[src/rtl/selftest_sequencer.sv]
// Self-test sequencer: launches each attached self-test unit in turn, waits for
// its done/pass handshake (or a watchdog expiry) and accumulates the results.
module selftest_sequencer #(
  parameter int unsigned NUM_UNITS      = 7,
  parameter int unsigned START_IDX      = 0,
  parameter int unsigned RUN_COUNT      = 0,
  parameter int unsigned TIMEOUT_CYCLES = 65536
) (
  input  logic                           clk,
  input  logic                           rst_n,
  input  logic                           go,
  input  logic                           abort,
  input  logic [NUM_UNITS-1:0]           done_i,
  input  logic [NUM_UNITS-1:0]           pass_i,
  output logic [NUM_UNITS-1:0]           start_o,
  output logic                           busy,
  output logic                           suite_done,
  output logic                           aborted,
  output logic [$clog2(NUM_UNITS):0]     cur_idx,
  output logic [$clog2(NUM_UNITS):0]     pass_cnt,
  output logic [$clog2(NUM_UNITS):0]     fail_cnt,
  output logic [NUM_UNITS-1:0]           result_vec,
  output logic [NUM_UNITS-1:0]           timeout_vec
);

  localparam int unsigned IW  = $clog2(NUM_UNITS) + 1;
  localparam int unsigned CW  = IW + 1;
  localparam int unsigned WDW = $clog2(TIMEOUT_CYCLES);

  typedef enum logic [1:0] {IDLE, LAUNCH, WAIT, DONE} state_t;

  state_t               state, state_nxt;
  logic [WDW-1:0]       wd, wd_nxt;
  logic [NUM_UNITS-1:0] cur_mask;
  logic [NUM_UNITS-1:0] start_nxt, result_nxt, timeout_nxt;
  logic [IW-1:0]        idx_nxt, pass_nxt, fail_nxt;
  logic                 aborted_nxt;
  logic [CW-1:0]        completed;
  logic                 unit_done, unit_pass, wd_expired;

  // One-hot select of the unit currently being run
  assign cur_mask = NUM_UNITS'(1) << cur_idx;

  // Next-state, counter and result update logic
  always_comb begin
    state_nxt   = state;
    wd_nxt      = wd;
    idx_nxt     = cur_idx;
    pass_nxt    = pass_cnt;
    fail_nxt    = fail_cnt;
    result_nxt  = result_vec;
    timeout_nxt = timeout_vec;
    aborted_nxt = aborted;
    completed   = '0;
    unit_done   = |(done_i & cur_mask);
    unit_pass   = |(pass_i & cur_mask);
    wd_expired  = (wd == WDW'(TIMEOUT_CYCLES - 1));

    case (state)
      IDLE, DONE: begin
        if (go) begin
          state_nxt   = LAUNCH;
          idx_nxt     = IW'(START_IDX);
          pass_nxt    = '0;
          fail_nxt    = '0;
          result_nxt  = '0;
          timeout_nxt = '0;
          aborted_nxt = 1'b0;
        end
      end
      LAUNCH: begin
        wd_nxt = '0;
        if (abort) begin
          state_nxt   = DONE;
          aborted_nxt = 1'b1;
        end else begin
          state_nxt = WAIT;
        end
      end
      WAIT: begin
        wd_nxt = wd + WDW'(1);
        if (abort) begin
          state_nxt   = DONE;
          aborted_nxt = 1'b1;
        end else if (unit_done || wd_expired) begin
          // A real answer beats a watchdog expiry in the same cycle
          if (unit_done && unit_pass) begin
            pass_nxt   = pass_cnt + IW'(1);
            result_nxt = result_vec | cur_mask;
          end else begin
            fail_nxt = fail_cnt + IW'(1);
            if (!unit_done) timeout_nxt = timeout_vec | cur_mask;
          end
          completed = CW'(pass_nxt) + CW'(fail_nxt);
          if (((RUN_COUNT != 0) && (completed == CW'(RUN_COUNT))) ||
              (cur_idx == IW'(NUM_UNITS - 1))) begin
            state_nxt = DONE;
          end else begin
            idx_nxt   = cur_idx + IW'(1);
            state_nxt = LAUNCH;
          end
        end
      end
      default: state_nxt = IDLE;
    endcase

    start_nxt = (state_nxt == LAUNCH) ? (NUM_UNITS'(1) << idx_nxt) : '0;
  end

  // State and registered outputs
  always_ff @(posedge clk) begin
    if (!rst_n) begin
      state       <= IDLE;
      wd          <= '0;
      start_o     <= '0;
      busy        <= 1'b0;
      suite_done  <= 1'b0;
      aborted     <= 1'b0;
      cur_idx     <= IW'(START_IDX);
      pass_cnt    <= '0;
      fail_cnt    <= '0;
      result_vec  <= '0;
      timeout_vec <= '0;
    end else begin
      state       <= state_nxt;
      wd          <= wd_nxt;
      start_o     <= start_nxt;
      busy        <= (state_nxt == LAUNCH) || (state_nxt == WAIT);
      suite_done  <= (state_nxt == DONE);
      aborted     <= aborted_nxt;
      cur_idx     <= idx_nxt;
      pass_cnt    <= pass_nxt;
      fail_cnt    <= fail_nxt;
      result_vec  <= result_nxt;
      timeout_vec <= timeout_nxt;
    end
  end

endmodule
[config.mk]
export PLATFORM = sky130hd
export DESIGN_NAME = selftest_sequencer
export DESIGN_NICKNAME = d
export VERILOG_FILES = /design/src/rtl/selftest_sequencer.sv
export SDC_FILE = /design/constraint.sdc
export NUM_CORES = 1
export LEC_CHECK = 0
export CORE_MARGIN = 2
export CORE_UTILIZATION = 51
export DETAILED_ROUTE_END_ITERATION = 6
export HOLD_SLACK_MARGIN = 0.02
export PLACE_DENSITY = 0.89
export SYNTH_ARGS = -nofsm -noshare
export SYNTH_HDL_FRONTEND = slang
export SYNTH_SLANG_ARGS = --single-unit
[constraint.sdc]
create_clock -name clk -period 3.87 [get_ports clk]
set_input_delay 0.774 -clock clk [delete_from_list [all_inputs] [get_ports clk]]
set_output_delay 0.774 -clock clk [all_outputs]
set_load 0.01 [all_outputs]
==> results.py, run 1 <==
metrics = {
    "floorplanning": {
        "die_y_um": 74.8,
        "die-area_um2": 5600,
        "ioPinCount": 54,
        "start_util_pct": 53.4,
        "fp.dieW_um": 74.8,
        "core-area_um2": 4790,
        "row_count": 25,
    },
    "detailed_routing": {
        "drtPass1Iterations": 4,
        "top_layer": "met4",
        "drt_iter0_markers": 128,
        "routed_via_density": 5.37,
        "dr_wl_met2_mm": 2.81,
        "vias": 2203,
        "drc": 0,
        "wl_per_cell_um": 14.0,
        "wl_met3_um": 287,
        "wl_mm": 5.74,
        "drtAntennaViolNets": 0,
        "wl_met1_mm": 2.55,
    },
    "final_layout": {
        "diodes": 0,
        "fin_cells": 410,
        "final_area_um2": 3280,
        "nNetsFinal": 373,
        "drive_gt1_share_pct": 4.96,
        "synthToLayoutAreaGrowth_pct": 28.2,
    },
    "worst_hold_path": {
        "hold_class": "flip-flop to flip-flop",
        "holdCritStartpoint": "result_vec[2]$_SDFFE_PN0P_",
    },
    "clock_network": {
        "cts_tree": "built",
        "cts_setup_buffers": 0,
        "ctsHoldBuffers": 0,
        "htreeDepth": 2,
        "cts_resized": 0,
        "cts_root_buf": "clkbuf_8",
        "cts.path.max_buffers": 2,
        "clkTransAtPathRegs_ps": 90,
        "clkSinkCount": 54,
        "clkLatencyLatePin_ps": 310,
        "cts_buffers": 5,
    },
    "pwr": {
        "leakage_nw": 1.17,
        "ir_drop_mv": 0.331,
        "power.density_nw_per_um2": 506,
    },
    "worst_setup_path": {
        "worst-setup-path-type": "flip-flop to flip-flop",
        "crit_chain": "inv_1, ha_1, a32oi_1, nor2_1, or3_1, o311a_1, inv_1, ha_1, nand2_1, or3_4, nor3_1",
        "cp-start-kind": "flip-flop",
        "required_ps": 4110,
        "slowest_delay_ps": 650,
        "crit_slowest_cell": "dfxtp_1",
        "crit_fanout": 12,
        "cp.arrival_ps": 3470,
        "endpoint_kind": "flip-flop",
        "r2r-start": "cur_idx[2]$_SDFF_PN0_",
        "startpoint": "cur_idx[2]$_SDFF_PN0_",
    },
    "sta": {
        "setup_viol": 0,
        "hold_violations": 0,
        "drv_slew": 0,
        "tightestPinTransition_ps": 1220,
        "skew_ps": 6.22,
        "min_period_ps": 3230,
        "max_slew_margin_pct": 18.2,
        "layout_setup_ws_ps": 635,
        "fmax_ghz": 0.309,
        "period_share_pct": 83.6,
        "rsz0062_at_grt": "no",
        "setup_tns_ps": 0,
    },
    "yosys": {
        "yosysWarningCount": 0,
        "yosysUniqueCellTypes": 47,
        "syn-cell-area_um2": 2560,
        "avgSynthCellArea_um2": 8.79,
        "yosysMostFrequentCell": "dfxtp_1",
        "synth_common_cells": "dfxtp_1 (54), nor2_1 (45), nand2_1 (15)",
        "ys.flop_type": "dfxtp_1",
        "synth_nets": 322,
        "synth_seq_cells": 54,
        "synthArstFlopShare_pct": 0,
        "yosysTopAreaCellShare_pct": 42.3,
        "ys_top_cells_by_area": "dfxtp_1 (42%), nor2_1 (6.6%), ha_1 (6.4%)",
        "synth_top_area_cell": "dfxtp_1",
        "synth_enable_flop_cells": 0,
        "syn_inst": 291,
        "ys_seq_area_share_pct": 42.3,
    },
    "placed_design": {
        "gp_congestion": 0.848,
        "dp_hpwl_mm": 4.20,
        "placed_cell_area_um2": 3140,
        "placedCellCount": 402,
        "numPortBuffers": 53,
        "post-place-ws_ps": 416,
    },
    "grt": {
        "antenna_found_initial": 0,
        "grt_pass1_vias": 2085,
        "grt_pass1_wl_mm": 9.27,
        "grt_max_degree": 19,
        "grt_usage_pct": 21.3,
        "globalRouteOverflowTotal": 0,
    },
    "job": {
        "max_cap_violations": 0,
    },
    "run_status": {
        "run_status": "complete, no violations",
    },
}
per-layer routing:
layer  track usage [%]  vias up
li1                  -     1117
met1              26.0     1014
met2              35.7       62
met3              5.62       10
met4              8.93        0
met5                 0        -
power by group:
part | switching (mW) | internal [mW] | leakage (nW) | total, mW
Clock | 0.184 | 0.276 | 0.0714 | 0.459
Combinational | 0.352 | 0.224 | 0.667 | 0.576
Sequential | 0.0257 | 0.599 | 0.436 | 0.625
Total | 0.561 | 1.10 | 1.17 | 1.66
registers in the layout, summed over array words and instances (netlist names):
| name | cells |
|---|---|
| fail_cnt | 4 |
| suite_done | 1 |
| busy | 1 |
| timeout_vec | 7 |
| pass_cnt | 4 |
| cur_idx | 4 |
| start_o | 7 |
| state | 2 |
| result_vec | 7 |
| aborted | 1 |
| wd | 16 |
worst max-delay path: cells and delay by family, from the launching register on:
| family | cells | cell delay (ps) |
|---|---|---|
| adders and majority gates | 2 | 390 |
| DFF | 1 | 650 |
| buffers and inverters | 2 | 240 |
| and+or+nand+nor | 5 | 1280 |
| AOI/OAI and AO/OA | 2 | 590 |
cell usage in the layout, fill, tap and decap left out, types with 5 or more instances in the layout:
cell type,n
a21oi_1,10
a31oi_1,9
and2_1,12
clkbuf_8,6
clkdlybuf4s50_1,53
dfxtp_1,54
ha_1,13
inv_1,10
mux2i_1,6
nand2_1,15
nand3_1,7
nand4_1,6
nor2_1,45
nor2b_1,8
nor3_1,10
o21ai_0,7
o21ai_1,5
xnor2_1,5
xor2_1,13
logic make-up after synthesis:
group	after synthesis	synth area share, %
flops	54	42.3
mux	6	2.35
simple gates	128	25.7
compound gates	52	14.0
xor+xnor	18	6.16
fa+ha+maj	13	6.36
buf+inv	20	3.18
worst paths after layout:
kind	endpoint	slack (ps)	depth (start not counted)
max reg2reg	start_o[4]$_SDFF_PP0_	640	11
min	result_vec[2]$_SDFFE_PN0P_	480	2
max	start_o[4]$_SDFF_PP0_	640	11
min reg2reg	result_vec[2]$_SDFFE_PN0P_	480	2
final cells by class:
type	instances	area (um2)
multi-input cells	217	1400
well taps	67	83.8
fillers	376	1510
clock inverters	2	60.1
clock buffers	6	82.6
flip-flops and latches	54	1080
repair buffers	54	538
inverters	10	37.5
metrics by stage:
step / power, mW / utilization (%) / hold WS, ps
2_1_floorplan: 1.04 / - / 472
3_3_place_gp: 1.19 / 65.5 / 446
3_5_place_dp: 1.20 / 65.5 / 458
4_1_cts: 1.66 / 68.5 / 482
5_1_grt: 1.77 / 68.5 / 500
6_report: 1.66 / 68.5 / 475
(Power assumes the default switching activity.)
==> run 2, diff against run 1 <==
Clock period 3.87 ns to 3.4 ns, I/O delays scaled along.
==> results.py, run 2 (synthesis gave the netlist of run 1 again) <==
metrics = {
    "run_status": {
        "run_status": "complete, no violations",
    },
    "worst_setup_path": {
        "startpoint": "cur_idx[0]$_SDFF_PN0_",
        "endpoint": "start_o[0]$_SDFF_PP0_",
        "worst-setup-path-type": "flip-flop to flip-flop",
        "crit_fanout": 8,
        "crit_chain": "inv_1, ha_1, a22o_1, a22o_1, or3_1, o311a_1, inv_1, ha_1, nand2_1, or3_4, nor3_1",
        "required_ps": 3620,
        "r2r_setup_slack_ps": 270,
        "r2r-start": "cur_idx[0]$_SDFF_PN0_",
        "cp.arrival_ps": 3350,
        "cp-start-kind": "flip-flop",
        "slowest_delay_ps": 450,
        "r2r-end": "start_o[0]$_SDFF_PP0_",
        "r2r.worst_path.cells": 11,
        "endpoint_kind": "flip-flop",
        "crit_slowest_cell": "dfxtp_1",
    },
    "placed_design": {
        "post-place-ws_ps": 190,
        "gp_congestion": 0.915,
        "dp_hpwl_mm": 4.39,
        "placed_cell_area_um2": 3150,
        "numPortBuffers": 53,
    },
    "sta": {
        "layout_setup_ws_ps": 273,
        "period_share_pct": 92.0,
        "hold_violations": 0,
        "tightestPinTransition_ps": 1220,
        "skew_ps": 6.81,
        "fmax_ghz": 0.320,
        "drv_slew": 0,
        "rsz0062_at_grt": "no",
        "min_period_ps": 3130,
        "setup_viol": 0,
        "setup_tns_ps": 0,
        "max_slew_margin_pct": 18.1,
    },
    "clock_network": {
        "ctsHoldBuffers": 0,
        "cts_root_buf": "clkbuf_8",
        "clkSinkCount": 54,
        "htreeDepth": 2,
        "clkLatencyLatePin_ps": 310,
        "cts.path.max_buffers": 2,
        "cts_setup_buffers": 0,
        "cts_tree": "built",
        "clkTransAtPathRegs_ps": 90,
        "cts_resized": 0,
        "cts_buffers": 5,
    },
    "final_layout": {
        "largest_reg_flops": 16,
        "synthToLayoutAreaGrowth_pct": 26.9,
        "regArea_um2": 1080,
        "drive_gt1_share_pct": 5.51,
        "diodes": 0,
        "fillCellCount": 384,
        "top_register": "wd",
        "nNetsFinal": 375,
        "multiInputGateArea_um2": 1400,
        "final_cell_mix": "dfxtp_1 (54), clkdlybuf4s50_1 (53), nor2_1 (45), nand2_1 (15)",
        "layout_commonest_cell": "dfxtp_1",
        "final_area_um2": 3250,
    },
    "grt": {
        "globalRouteOverflowTotal": 0,
        "grt_pass1_vias": 2184,
        "antenna_found_initial": 0,
        "grt_usage_pct": 22.3,
        "grt_max_degree": 19,
        "grt_pass1_wl_mm": 9.61,
    },
    "floorplanning": {
        "ioPinCount": 54,
        "die_y_um": 74.8,
        "fp.dieW_um": 74.8,
        "die-area_um2": 5600,
        "row_count": 25,
        "core-area_um2": 4790,
        "start_util_pct": 53.4,
    },
    "job": {
        "max_cap_violations": 0,
    },
    "detailed_routing": {
        "routed_via_density": 5.52,
        "vias": 2273,
        "wl_mm": 5.89,
        "drtAntennaViolNets": 0,
        "wl_per_cell_um": 14.3,
        "drt_iter0_markers": 174,
        "drc": 0,
        "drtPass1Iterations": 5,
    },
    "pwr": {
        "leakage_nw": 1.16,
        "power.density_nw_per_um2": 539,
        "ir_drop_mv": 0.351,
    },
    "worst_hold_path": {
        "holdCritStartpoint": "result_vec[4]$_SDFFE_PN0P_",
        "hold_class": "flip-flop to flip-flop",
    },
}
run 2: cell count changes in the layout (fill, tap and decap cells not counted), sizes merged:
cell and change:
buf +2, bufinv -2, clkinv +1, clkinvlp +1
run 2: layer usage:
metal  part of all wire (%)  GRT usage (%)
met1                     43           26.3
met2                     49           39.6
met4                    2.2           8.13
met5                      0              0
met3                    5.7           4.82
run 2: worst max-delay path: cells and delay by family, from the launching register on:
family          cells  cell delay, ps
fa+ha+maj           2             470
compound gates      3             840
buf+inv             2             230
flops               1             450
simple gates        4            1060
run 2: cell type report:
cell class	instances	share of cell area (%)
clock buffer	6	2.54
clock inverter	2	0.386
inverter	10	1.16
multi-input combinational	217	43.0
sequential	54	33.3
tap	67	2.58
timing repair buffer	56	17.0
run 2: per-stage QoR:
step | hold WS [ps] | power, mW | utilization [%] | cells
2_1_floorplan | 472 | 1.18 | - | 291
6_report | 480 | 1.75 | 67.8 | 412
5_1_grt | 505 | 1.86 | 67.8 | 412
3_3_place_gp | 447 | 1.35 | 65.8 | 404
4_1_cts | 481 | 1.75 | 67.8 | 412
3_5_place_dp | 458 | 1.38 | 65.8 | 404
run 2: how the worst min path moves through the flow:
stage	to	cells after the start	slack [ps]
CTS	result_vec[4]$_SDFFE_PN0P_	2	480
global placement	result_vec[2]$_SDFFE_PN0P_	2	450
detailed placement	result_vec[4]$_SDFFE_PN0P_	2	460
finish	result_vec[4]$_SDFFE_PN0P_	2	480
global route	timeout_vec[0]$_SDFFE_PN0P_	2	500
floorplan	wd[13]$_SDFFE_PN0N_	2	470
run 2: where the power goes:
part	switching (mW)	leakage [nW]	total, mW	internal (mW)
Combinational	0.406	0.677	0.663	0.257
Sequential	0.0292	0.436	0.711	0.682
Clock	0.211	0.0472	0.375	0.164
==> RTL change 1 (config.mk and constraints of run 2) <==
Set the parameter `TIMEOUT_CYCLES` to 262144 (it was 65536).
--- a/src/rtl/selftest_sequencer.sv
+++ b/src/rtl/selftest_sequencer.sv
@@ -6,3 +6,3 @@
   parameter int unsigned RUN_COUNT      = 0,
-  parameter int unsigned TIMEOUT_CYCLES = 65536
+  parameter int unsigned TIMEOUT_CYCLES = 262144
 ) (
Formal check against the unedited RTL: same outputs for any inputs over 10 cycles, from zero or initial values and one cycle with rst_n low; that may be too few to reach the edited logic, so the function may still have changed.
==> RTL change 1 against run 2 <==
Hold slack got worse by 0.0099 ns. Routed wire length is 0.90% higher. Highest routed layer unchanged. Clock skew is 0.0045 ns higher. Non-clock buffer count rose by 1. Total power down 5.7%. Cell area rose by 4.4%. Synthesized area grew 5.2%. Via count rose by 1.7%. Utilization shrank 1.5 points. Largest power group unchanged. Sequential cell count is 2 higher. Setup slack improved by 0.020 ns.
==> RTL change 1: results (changes against run 2) <==
Post-Synthesis Net Count=331 (+2.8%); WHS=0.470 ns (-0.00995 ns); crit-path max cell delay=0.53 ns (+0.08 ns); slew margin rel.=0.193 (+0.0123); RR Endpoint=start_o[5]; met3 Use GR=0.0604 (+0.0122); top post-synthesis cells by count=56 x dfxtp_1, 51 x nor2_1, 24 x nand2_1; Comb group=0.552 mW (-17%); Post-Syn Instances=300 (+3.1%); Reg2Reg Depth=13 (+2); Hold Path Class=reg2reg; setup slack, reg-to-reg=0.29 ns (+0.02 ns); CP endpoint=start_o[5]; Met1 Routed Length=2.53 mm (-0.47%); Clock transition at path regs=0.10 ns; max reg flops=18 (+2); post-DP HPWL=4.42 mm (+0.65%); Data arrival, critical path=3.36 ns (about the same); Seq pwr share=0.440 (+0.033); met2 routed WL=2.89 mm (+0.31%); nets=384 (+2.4%); routing usage on met1=0.234 (-0.0290); GRT Total Usage=0.206 (-0.0170); Comb power frac=0.335 (-0.044); GR Util met2=0.359 (-0.0370); synth top area cells=dfxtp_1 42%, nor2_1 7.1%, ha_1 6.0%; Num CTS Buffers=5 (unchanged); CP max-delay cell=dfxtp_1; wire length on met3=364 um (+9.3%); status=finished, final reports clean; DP Area=3290 um^2 (+4.6%); VDD IR-drop max=0.000316 V (-9.9%); post-synthesis sequential area ratio=0.417 (-0.00596); fin crit share=0.914 (-0.00576); fin cells=424 (+2.9%); PortBufs=53 (unchanged); Hold Path Cell Cnt=2 (unchanged); Syn. warnings=0 (unchanged); Int Power=1.06 mW (-3.8%); WL/cell=14.0 um (-2.0%); Worst Hold End=timeout_vec[3]; Fill cells=402 (+4.7%); vias in the first global route=2196 (+0.55%); first-pass GRT wire length=9.92 mm (+3.2%); hold_sp=timeout_vec[3]; layout cells sized above 1=0.0876 (+0.0325); Static Leak=1.25 nW (+7.4%); Most flops, register=wd; n_diodes=0 (unchanged); H-Tree Depth=2 (unchanged); DR vias/cell=5.45 (-1.2%); GP Congestion=0.915 (about the same); Iter 0 DRT Violations=143 (-18%); length of the first detailed-routing pass in iterations=4 (-1); Synth cell types=55 (+17%); skew final=0.0113 ns (+0.00448 ns)
==> RTL change 1: changes by cell type after synthesis, sizes merged, moves of 5 or more <==
cell | before | now
nand2 | 15 | 24
nand2b | 2 | 9
and2 | 12 | 7
nor2 | 47 | 52
nor3 | 10 | 5
==> RTL change 1: cell families (layout without fill, tap and decap cells) <==
group	Yosys count	in the layout	share of synthesized area
simple gates	132	132	0.256
buf+inv	21	75	0.0302
xor+xnor	18	18	0.0586
mux	8	8	0.0307
flops	56	56	0.417
fa+ha+maj	13	13	0.0605
compound gates	52	52	0.147
==> RTL change 1: what timing repair did <==
item,4_1_cts,5_1_grt
gates resized for setup,0,1
hold buffers,0,0
endpoints found under the setup margin,0,1
==> RTL change 1: final cells by class <==
cell class	instances	area, um^2	share of cell area
inverter	10	37.5	0.0111
multi-input combinational	223	1490	0.440
sequential	56	1120	0.331
timing repair buffer	57	561	0.165
tap	70	87.6	0.0258
clock inverter	3	22.5	0.00665
clock buffer	5	68.8	0.0203
==> RTL change 2 (settings of run 2) <==
Made on the original files. Reset style: asynchronous (`rst_n`), changed in one clocked block.
--- a/src/rtl/selftest_sequencer.sv
+++ b/src/rtl/selftest_sequencer.sv
@@ -110,3 +110,3 @@
   // State and registered outputs
-  always_ff @(posedge clk) begin
+  always_ff @(posedge clk or negedge rst_n) begin
     if (!rst_n) begin
Behaviour: differs if rst_n is asserted again (counterexample within 4 cycles, from zero or initial values and one cycle with rst_n low); with rst_n held inactive, the same outputs for 10 cycles.
==> RTL change 2 against run 2 <==
Hold slack lost 0.050 ns. Routed wire length grew 11%. Non-clock buffer count grew 3. Total power grew 33%. Critical path depth grew 1. Synthesized area grew 18%. Clock power shrank 3%. Final cell count grew 2.2%. Combinational power grew 75%. Sequential power grew 14%. Largest power group is now combinational logic. Die area grew 17%. Setup slack gained 0.091 ns. Sequential cell count is the same. Cell area grew 13%.
==> RTL change 2: results (changes against run 2) <==
layout cells sized above 1=0.139 (+0.0837); Sw Ratio=0.412 (+0.0422); GRT Total Usage=0.213 (-0.00967); post-synthesis sequential area ratio=0.447 (+0.0241); smallest setup slack after layout=0.364 ns (+0.0914 ns); Fill cells=460 (+20%); Iter 0 DRT Violations=170 (-2.3%); dpl ws=0.104 ns (-0.0864 ns); status=finished, final reports clean; Synth area leader=dfrtp_1; antenna violations before repair=0 (unchanged); synth top area cells=dfrtp_1 45%, ha_1 5.4%, nor2_1 4.2%; slew at the pin closest to its max-slew limit=0.770 ns (-0.450 ns); via count=2426 (+6.7%); vias in the first global route=2361 (+8.1%); Synth Area in Adders=0.0538 (-0.00982); final WL=6.56 mm (+11%); Post-Syn Instances=292 (+0.34%); Synth cell types=71 (+51%); FFs w/ async S/R, synth=1.00 (+1.00); largest net degree at the start of global routing=36 (+17); Data arrival, critical path=3.29 ns (-0.06 ns); first-pass GRT wire length=11.0 mm (+14%); Static Leak=1.60 nW (+38%); post-DP HPWL=4.86 mm (+11%); post-synthesis compound-gate area fraction=0.201 (+0.0607); skew final=0.0103 ns (+0.00347 ns); GP Congestion=0.865 (-5.4%); Reg2Reg Depth=12 (+1); WL/cell=15.6 um (+9.0%); DP Area=3590 um^2 (+14%)
-- RTL change 2: worst max-delay path, cell delays in order, from the launching register on --
cell	delay, ns
dfrtp_1	0.44
inv_1	0.14
ha_2	0.32
a22oi_2	0.15
o32a_2	0.39
nand2_2	0.10
a21oi_1	0.07
o2111a_1	0.26
a221oi_1	0.27
ha_1	0.21
and2_1	0.13
o211ai_2	0.17
and4bb_1	0.33
-- RTL change 2: path summary, 6_finish.rpt --
check	endpoint	slack, ns	startpoint
worst max register to register	start_o[5]	0.36	cur_idx[1]
max in group asynchronous	wd[1]	2.21	rst_n
worst min register to register	result_vec[5]	0.50	result_vec[5]
worst min-delay path	pass_cnt[3]	0.43	rst_n
min in group clk	result_vec[5]	0.50	result_vec[5]
worst max-delay path	start_o[5]	0.36	cur_idx[1]
-- RTL change 2: power groups by stage --
stage	clock [mW]	sequential [mW]	combinational (mW)
after floorplan	0	0.844	0.734
after global placement	0	0.815	1.12
after detailed placement	0	0.819	1.15
after CTS	0.375	0.808	1.16
after global routing	0.403	0.820	1.30
final	0.364	0.807	1.16
-- RTL change 2: area by class of cell --
type | count | area (um^2) | area share
clock buffer | 6 | 72.6 | 0.0197
clock inverter | 2 | 17.5 | 0.00476
sequential | 54 | 1350 | 0.367
multi-input combinational | 214 | 1540 | 0.417
tap | 75 | 93.8 | 0.0255
inverter | 11 | 41.3 | 0.0112
timing repair buffer | 59 | 571 | 0.155
-- RTL change 2: per-layer routing --
layer / vias up / GRT usage / part of all wire
li1: 1170 / - / -
met4: 0 / 0.0644 / 0.013
met2: 86 / 0.367 / 0.50
met1: 1160 / 0.270 / 0.43
met3: 10 / 0.0422 / 0.063
met5: - / 0 / 0
